$ cat src/rtl/fixed_point_accumulator.sv
// Streaming saturating accumulator for the ODE fixed-point datapath.
// Terms are summed one per beat through a parallel-prefix carry-lookahead
// adder; a beat flagged last closes the sum and offers it downstream.

// Parallel-prefix (Kogge-Stone) carry-lookahead adder with sign flags.
module carry_lookahead_adder #(
    parameter int N = 16
) (
    input  logic [N-1:0] a,
    input  logic [N-1:0] b,
    input  logic         cin,
    output logic [N-1:0] sum,
    output logic         carry_out,
    output logic         overflow_flag,
    output logic         negative
);

    logic [N-1:0] prop;
    logic [N-1:0] grp_g;
    logic [N-1:0] grp_p;
    logic [N:0]   carry;

    // Prefix tree: grp_g[i] becomes the carry out of bit i, with cin folded into bit 0.
    always_comb begin
        // NOTE: every variable gets a value before any conditional or loop
        // update, so no path through the block leaves a latch behind.
        prop  = a ^ b;
        grp_g = a & b;
        grp_p = prop;
        grp_g[0] = grp_g[0] | (prop[0] & cin);
        // Walking i downwards lets each level read the previous level's
        // value at i-d before it is overwritten in place.
        for (int d = 1; d < N; d = d * 2) begin
            for (int i = N - 1; i >= d; i--) begin
                grp_g[i] = grp_g[i] | (grp_p[i] & grp_g[i-d]);
                grp_p[i] = grp_p[i] & grp_p[i-d];
            end
        end
        carry         = {grp_g, cin};
        sum           = prop ^ carry[N-1:0];
        carry_out     = carry[N];
        overflow_flag = carry[N] ^ carry[N-1];
        // Sign of the exact (unbounded) result: on overflow the MSB is flipped.
        negative      = sum[N-1] ^ overflow_flag;
    end

endmodule

module fixed_point_accumulator #(
    parameter int N     = 16,
    parameter int CNT_W = 8
) (
    input  logic             clk,
    input  logic             rst_n,
    input  logic             in_valid,
    output logic             in_ready,
    input  logic [N-1:0]     in_data,
    input  logic             in_sub,
    input  logic             in_last,
    output logic             out_valid,
    input  logic             out_ready,
    output logic [N-1:0]     out_data,
    output logic             out_sat,
    output logic [CNT_W-1:0] out_count
);

    typedef enum logic {
        ST_ACC  = 1'b0,
        ST_DONE = 1'b1
    } state_t;

    state_t             state;
    state_t             state_nxt;
    logic [N-1:0]       acc;
    logic [CNT_W-1:0]   count;
    logic               sat;

    logic [N-1:0]       add_b;
    logic [N-1:0]       add_sum;
    logic               add_cout;
    logic               add_ovf;
    logic               add_neg;
    logic [N-1:0]       acc_nxt;
    logic               accept;
    logic               drain;

    // Subtraction is acc + ~in_data + 1 through the same adder.
    assign add_b = in_sub ? ~in_data : in_data;

    carry_lookahead_adder #(.N(N)) u_adder (
        .a             (acc),
        .b             (add_b),
        .cin           (in_sub),
        .sum           (add_sum),
        .carry_out     (add_cout),
        .overflow_flag (add_ovf),
        .negative      (add_neg)
    );

    // Clamp to the extreme of the true sign when the sum leaves the range.
    assign acc_nxt = !add_ovf ? add_sum
                   : add_neg  ? {1'b1, {(N-1){1'b0}}}
                   :            {1'b0, {(N-1){1'b1}}};

    assign accept = in_valid & in_ready;
    assign drain  = out_valid & out_ready;

    // State register.
    always_ff @(posedge clk or negedge rst_n) begin
        // NOTE: clocked state uses non-blocking assignment so every register
        // samples pre-edge values regardless of block ordering.
        if (!rst_n) state <= ST_ACC;
        else        state <= state_nxt;
    end

    // Next-state and handshake outputs; both depend on state only, so
    // out_ready never reaches in_ready combinationally.
    always_comb begin
        state_nxt = state;
        in_ready  = 1'b0;
        out_valid = 1'b0;
        unique case (state)
            ST_ACC: begin
                in_ready = 1'b1;
                if (accept && in_last) state_nxt = ST_DONE;
            end
            ST_DONE: begin
                out_valid = 1'b1;
                if (out_ready) state_nxt = ST_ACC;
            end
            default: state_nxt = ST_ACC;
        endcase
    end

    // Datapath: absorb accepted terms, clear once the result is taken.
    always_ff @(posedge clk or negedge rst_n) begin
        if (!rst_n) begin
            acc   <= '0;
            count <= '0;
            sat   <= 1'b0;
        end else if (accept) begin
            acc   <= acc_nxt;
            count <= (count == {CNT_W{1'b1}}) ? count : count + CNT_W'(1);
            sat   <= sat | add_ovf;
        end else if (drain) begin
            acc   <= '0;
            count <= '0;
            sat   <= 1'b0;
        end
    end

    // Accumulator registers are frozen in DONE, so they serve directly as the result.
    assign out_data  = acc;
    assign out_sat   = sat;
    assign out_count = count;

endmodule

$ cat config.mk
export PLATFORM = sky130hd
export DESIGN_NAME = fixed_point_accumulator
export DESIGN_NICKNAME = d
export VERILOG_FILES = /design/src/rtl/fixed_point_accumulator.sv
export SDC_FILE = /design/constraint.sdc
export NUM_CORES = 1
export LEC_CHECK = 0
export ABC_AREA = 1
export CELL_PAD_IN_SITES_DETAIL_PLACEMENT = 1
export CELL_PAD_IN_SITES_GLOBAL_PLACEMENT = 1
export CORE_MARGIN = 2
export CORE_UTILIZATION = 33
export CTS_CLUSTER_DIAMETER = 150
export CTS_CLUSTER_SIZE = 30
export DETAILED_ROUTE_END_ITERATION = 7
export PLACE_DENSITY = 0.82
export SLEW_MARGIN = 10
export SYNTH_ARGS = -nofsm -noshare
export SYNTH_HDL_FRONTEND = slang
export SYNTH_HIERARCHICAL = 1
export SYNTH_SLANG_ARGS = --single-unit
$ cat constraint.sdc
create_clock -name clk -period 2.3 [get_ports clk]
set_clock_uncertainty 0.05 [all_clocks]
set_input_delay 0.345 -clock clk [delete_from_list [all_inputs] [get_ports clk]]
set_output_delay 0.345 -clock clk [all_outputs]
set_load 0.03 [all_outputs]
Word-level counts from Yosys, hierarchy flattened
Cells that the tools add are included.

Flip-flop bits (word level): 26. Bits in latches: 0. Bits in writable memories: 0. Memory bits (read-only): 0. Input port bits: 22. Output and inout bits: 27. Memories kept: 0.

Add/subtract/negate cells: 1. Multipliers: 0. Div/mod/pow operators: 0. Magnitude comparators: 0. Equality and inequality tests: 2. Shifts and indexed selects: 0. Mux-type cells: 15. Bitwise operators: 144. Reductions and logical operators: 3.

Operators by type and width (number): 1-bit bitwise AND (86); 16-bit two-way mux (5); 1-bit bitwise OR (51); 16-bit bitwise XOR (2); 8-bit two-way mux (3); 16-bit bitwise AND (1); 16-bit NOT (1); 8-bit by 1-bit adder with 8-bit output (second input constant) (1); 8-bit == test (second input constant) (1); 1-bit two-way mux (6); 2-bit inequality test (second input constant) (1); 1-bit one-hot mux with 2 select lines (1); 2-bit AND reduction (1); 2-bit nonzero test (1); 1-bit bitwise XOR (2); 1-bit logical AND (1); 1-bit NOT (1).

Logic depth before layout (Yosys ltp)
Word-level depth: 18. Gate-level depth with buffers: 19.

Cells and area by module
The synthesis kept the hierarchy.

Modules (own cells, without submodules): fixed_point_accumulator (instances 1, cells an instance 162, area an instance 1431.4 um^2); carry_lookahead_adder (instances 1, cells an instance 193, area an instance 1016.0 um^2).

Least setup slack after synthesis
Ideal clock, no wire load.

Kind: input to register. Start: input port in_sub. End: register acc[2] (netlist: out_data[2]). Setup time: 0.127 ns. Arrival: 2.424 ns. Slack: -0.301 ns. Cell stages on the path: 19. Path buffers: 3. Path through: buf_2 xor2_1 fa_1 inv_1 fa_1 inv_1 nand2_1 nand2_1 nand3_1 nand2_2 nand2_1 nand2_2 nand2_1 nand2_1 buf_2 nand2_1 nand2_4 buf_6 o21ai_0.

Longest elaborated chain between the ends: 17.

Ends and longest elaborated chain: from (decl) (RTL line 58) `input logic in_sub,`; 16-bit two-way mux (*) (RTL line 88) `assign add_b = in_sub ? ~in_data : in_data;`; via add_b[0] (RTL line 78) `logic [N-1:0] add_b;`; 16-bit bitwise XOR (RTL line 27) `prop = a ^ b;`; 1-bit bitwise AND (RTL line 30) `grp_g[0] = grp_g[0] | (prop[0] & cin);`; 1-bit bitwise OR (*) (RTL line 30); 1-bit bitwise AND (*) (RTL line 35) `grp_g[i] = grp_g[i] | (grp_p[i] & grp_g[i-d]);`; 1-bit bitwise OR (*) (RTL line 35); 1-bit bitwise AND (*) (RTL line 35); [4 not listed]; 1-bit bitwise OR (*) (RTL line 35); via add_cout (RTL line 80) `logic add_cout;`; 1-bit bitwise XOR (*) (RTL line 42) `overflow_flag = carry[N] ^ carry[N-1];`; via add_ovf (RTL line 81) `logic add_ovf;`; 1-bit bitwise XOR (RTL line 44) `negative = sum[N-1] ^ overflow_flag;`; 16-bit two-way mux (RTL line 102) `: add_neg ? {1'b1, {(N-1){1'b0}}}`; 16-bit two-way mux (*) (RTL line 101) `assign acc_nxt = !add_ovf ? add_sum`; 16-bit two-way mux (*) (RTL line 141) `end else if (accept) begin`; to (signal assigned) (RTL line 142) `acc <= acc_nxt;`; to (decl) (RTL line 74) `logic [N-1:0] acc;`.

Mark *: on every way through the listed nets, which the timed path passes. The rest lies on a longest branch. A chain may end at the register's enable or synchronous reset.

Final worst setup path
Start: input port in_data[12]. End: register acc[8] (netlist: out_data[8]).

Longest elaborated chain between the ends: 14.

Ends and longest elaborated chain: from (decl) (RTL line 57) `input logic [N-1:0] in_data,`; 16-bit NOT (RTL line 88); 16-bit two-way mux (*) (RTL line 88); via add_b[12] (RTL line 78); 16-bit bitwise XOR or 16-bit bitwise AND (tied branches) (RTL line 27, 28); 1-bit bitwise AND (RTL line 35); 1-bit bitwise OR (RTL line 35); 1-bit bitwise AND (RTL line 35); 1-bit bitwise OR (3 in a row) (RTL line 35); 16-bit bitwise XOR or 1-bit bitwise XOR (tied branches) (RTL line 40, 42); 1-bit bitwise XOR (*) (RTL line 44); via add_neg (RTL line 82) `logic add_neg;`; 16-bit two-way mux (*) (RTL line 102); 16-bit two-way mux (*) (RTL line 101); 16-bit two-way mux (*) (RTL line 141).

Marks and branches as above.

==> results.md <==
* Setup Viol. Count Final at 17
* Remaining Overflow, GRT at 0
* Placed Cells at 545
* Met1 Use GR at 25.0%
* Avg Cell Area, Syn at 6.89 um2
* Setup TNS at -0.913 ns
* Startpoint Class: input pin
* Die H at 90.1 um
* Unique masters post-synth at 35
* Seq cells post-synth at 26
* Maximum VDD drop at 0.758 mV
* Critical path arrival at 2.59 ns
* P_sw at 3.17 mW
* Netlist Area Pre-Place at 2450 um2
* Seq/Total Area, Yosys at 26.6%
* Syn Inst Count at 355
* Root Buffer Master: clkbuf_8
* Via Count at 2838
* Non-filler cells, final at 569
* Average vias per placed instance at 4.99
* Row count at 31
* Die footprint at 8120 um2
* Most used DFF post-synth: dfrtp_1
* GR Util met2 at 40.2%
* Clk sink count at 26
* I/O pin total at 49
* Pins Over Slew Limit at 0
* # DRC at 0
* Clock-pin transition on the worst setup and hold timing paths at 0.11 ns
* Rel. slew slack at 73.3%
* Reg-to-reg endpoint: out_data[8]
* Starting Density at 33.9%
* Crit-path cells: clkdlybuf4s50_1 > xor2_1 > ha_1 > nand2_2 > nor3_4 > buf_6 > a21oi_4 > nand2_1 > nand2_2 > nand2_8 > buf_12 > nand2_8 > o21ai_2
* Post-synth EDFFs at 0
* Routability cong. at 0.829
* Port bufs at 48
* Overall power at 6.10 mW
* Commonest cells post-synth: nand2_1, inv_1, nand3_1, nor2_1, dfrtp_1
* Warnings, synthesis at 6
* Layout cells sized above 1 at 37.7%
* CTS tree: done
* Final hold vios at 0
* Worst path max stage delay at 0.43 ns
* Post-synth top area share at 26.6%
* WL per Instance at 18.3 um
* Final period util at 105%
* Number of global-route vias before repair at 3049
* Hold Crit Class: in -> async
* Internal power at 2.93 mW
* Initial DRC count at 90
* Outcome: complete, but fails checks
* RSZ-0062 raised after global routing: true
* Gr busiest metal: met2
* Routed WL at 10400 um
* Nets at 511
* Post-CTS Hold Buffers at 0
* Power share of the clock group at 5.4%
* Grt met3 use at 3.60%
* Worst Setup End Kind: register
* Initial antenna violation count at 0
* Core Area at 7210 um2
* H-tree depth at 1
* Max_cap viols at 0
* Max clock buf depth at 2
* Slowest CP cell: clkdlybuf4s50_1
* Seq pwr share at 13.7%
* Iteration count of the initial detailed-routing pass at 4
* Gate power share at 81.0%
* P_leak at 2.06 nW
* CTS buffer count at 3
* Number of fillers in the final layout at 908
* First-pass GRT wire length at 14500 um
* Area leader, netlist: dfrtp_1
* Fraction of registers with async set/reset at 100%
* ANT cells at 0
* Reg2reg start: out_data[8]
* Die width at 90.1 um
* Max frequency at 415 MHz
* Violated checks: negative setup slack
* Critical path class: in -> reg
* Dpl hpwl at 6320 um
* CP Buf/Inv Count at 3
* P&R area growth vs syn at 61.3%
* Reg-to-reg setup timing slack at -0.06 ns
* Synth top area cells: dfrtp_1, nand2_1, ha_1
* Worst Reg-to-Reg Cells at 13
* Minimum clock period at 2.41 ns
* Pin count of the biggest net entering global routing at 27
* DP Worst Slack at -0.798 ns
* Tot GR Track Use at 21.7%
* Most instantiated library cell after synthesis: nand2_1
* CP required at 2.48 ns
* Syn Nets at 395
* Final WS setup at -0.109 ns
* CP top delay family: simple AND/OR/NAND/NOR gates
* Worst-path fanout max at 7
* Worst Tran Pin Value at 0.400 ns
* PwrDens at 1540 nW/um2
* Post-DRT Antenna Nets at 0
* Clk_lat worst skew at 0.30 ns
* Switching Fraction at 52.0%
-- worst max path at each step --
stage                      startpoint      endpoint  slack (ns)  cells past startpoint
final                     in_data[12]   out_data[8]       -0.11                     13
after global routing      in_data[12]   out_data[8]       -0.20                     13
after CTS                 out_data[0]  out_data[15]       -0.05                     14
after detailed placement       in_sub  out_data[10]       -0.80                     16
after global placement         in_sub   out_data[0]       -0.69                     17
after floorplan                in_sub   out_data[0]       -0.03                     19
-- power by group through the flow --
stage	Combinational, mW	Clock, mW	Sequential, mW
after CTS	3.94	0.315	0.824
after global placement	3.44	0	0.828
after detailed placement	3.58	0	0.832
after global routing	5.26	0.348	0.850
after floorplan	1.78	0	1.10
final	4.94	0.327	0.834
-- cell usage in the layout (no fill, tap or decap), types with 3 or more instances in the layout --
cell             instances
a21oi_2                  4
o21ai_1                 11
nand2_8                  4
buf_4                   65
nor2_1                  17
xnor2_1                  3
inv_1                   36
ha_1                    15
xor2_1                  20
clkbuf_8                 4
nor2_2                   9
nand2_2                 36
dlygate4sd2_1            3
buf_6                    3
a21oi_4                  4
nor2_4                   3
o21ai_2                  9
nand2_4                  8
nand3_1                 33
o21bai_1                 3
inv_2                    9
nand2_1                 74
dfrtp_1                 25
dlymetal6s2s_1           8
clkdlybuf4s50_1         35
-- logic make-up (layout without fill, tap and decap cells) --
| group | after synthesis | count (layout) | share of synthesized area (%) |
|---|---|---|---|
| XOR/XNOR | 25 | 25 | 8.95 |
| AND/OR/NAND/NOR | 195 | 196 | 36.2 |
| buffers and inverters | 55 | 169 | 9.82 |
| flip-flops | 26 | 26 | 26.6 |
| AO/OA/AOI/OAI | 36 | 36 | 8.64 |
| adder cells (fa/ha/maj) | 18 | 18 | 9.82 |
-- per-layer routing --
metal | vias up | wire length, um
li1 | 1349 | -
met1 | 1372 | 4000
met2 | 82 | 5590
met3 | 35 | 393
met4 | 0 | 438
met5 | - | 0
-- flip-flops by register name, indices dropped and copies added, names as in the netlist --
| name | flops |
|---|---|
| out_count | 8 |
| out_sat | 1 |
| state | 1 |
| out_data | 16 |
-- cell type report --
type | count | area, um2 | share of cell area (%)
multi-input cells | 275 | 1880 | 47.6
repair buffers | 118 | 1060 | 26.8
flip-flops and latches | 26 | 652 | 16.5
inverters | 47 | 181 | 4.59
well taps | 99 | 124 | 3.14
clock buffers | 4 | 55.1 | 1.39
-- metrics by stage --
| stage | cell area, um2 | hold slack, ns | utilization (%) |
|---|---|---|---|
| after CTS | 3610 | 0.403 | 50.1 |
| after global routing | 3950 | 0.410 | 54.7 |
| final | 3950 | 0.368 | 54.7 |
| after floorplan | 2500 | -0.000591 | - |
| after detailed placement | 3410 | 0.454 | 47.3 |
| after global placement | 3410 | 0.434 | 47.3 |
-- what timing repair did --
action                                  CTS  global route
endpoints found under the setup margin   17            17
pin swaps                                25            54
buffers inserted                          7            11
gates resized for setup                  39            74
cloned                                    2             0
Power figures use the tool's default switching activity.
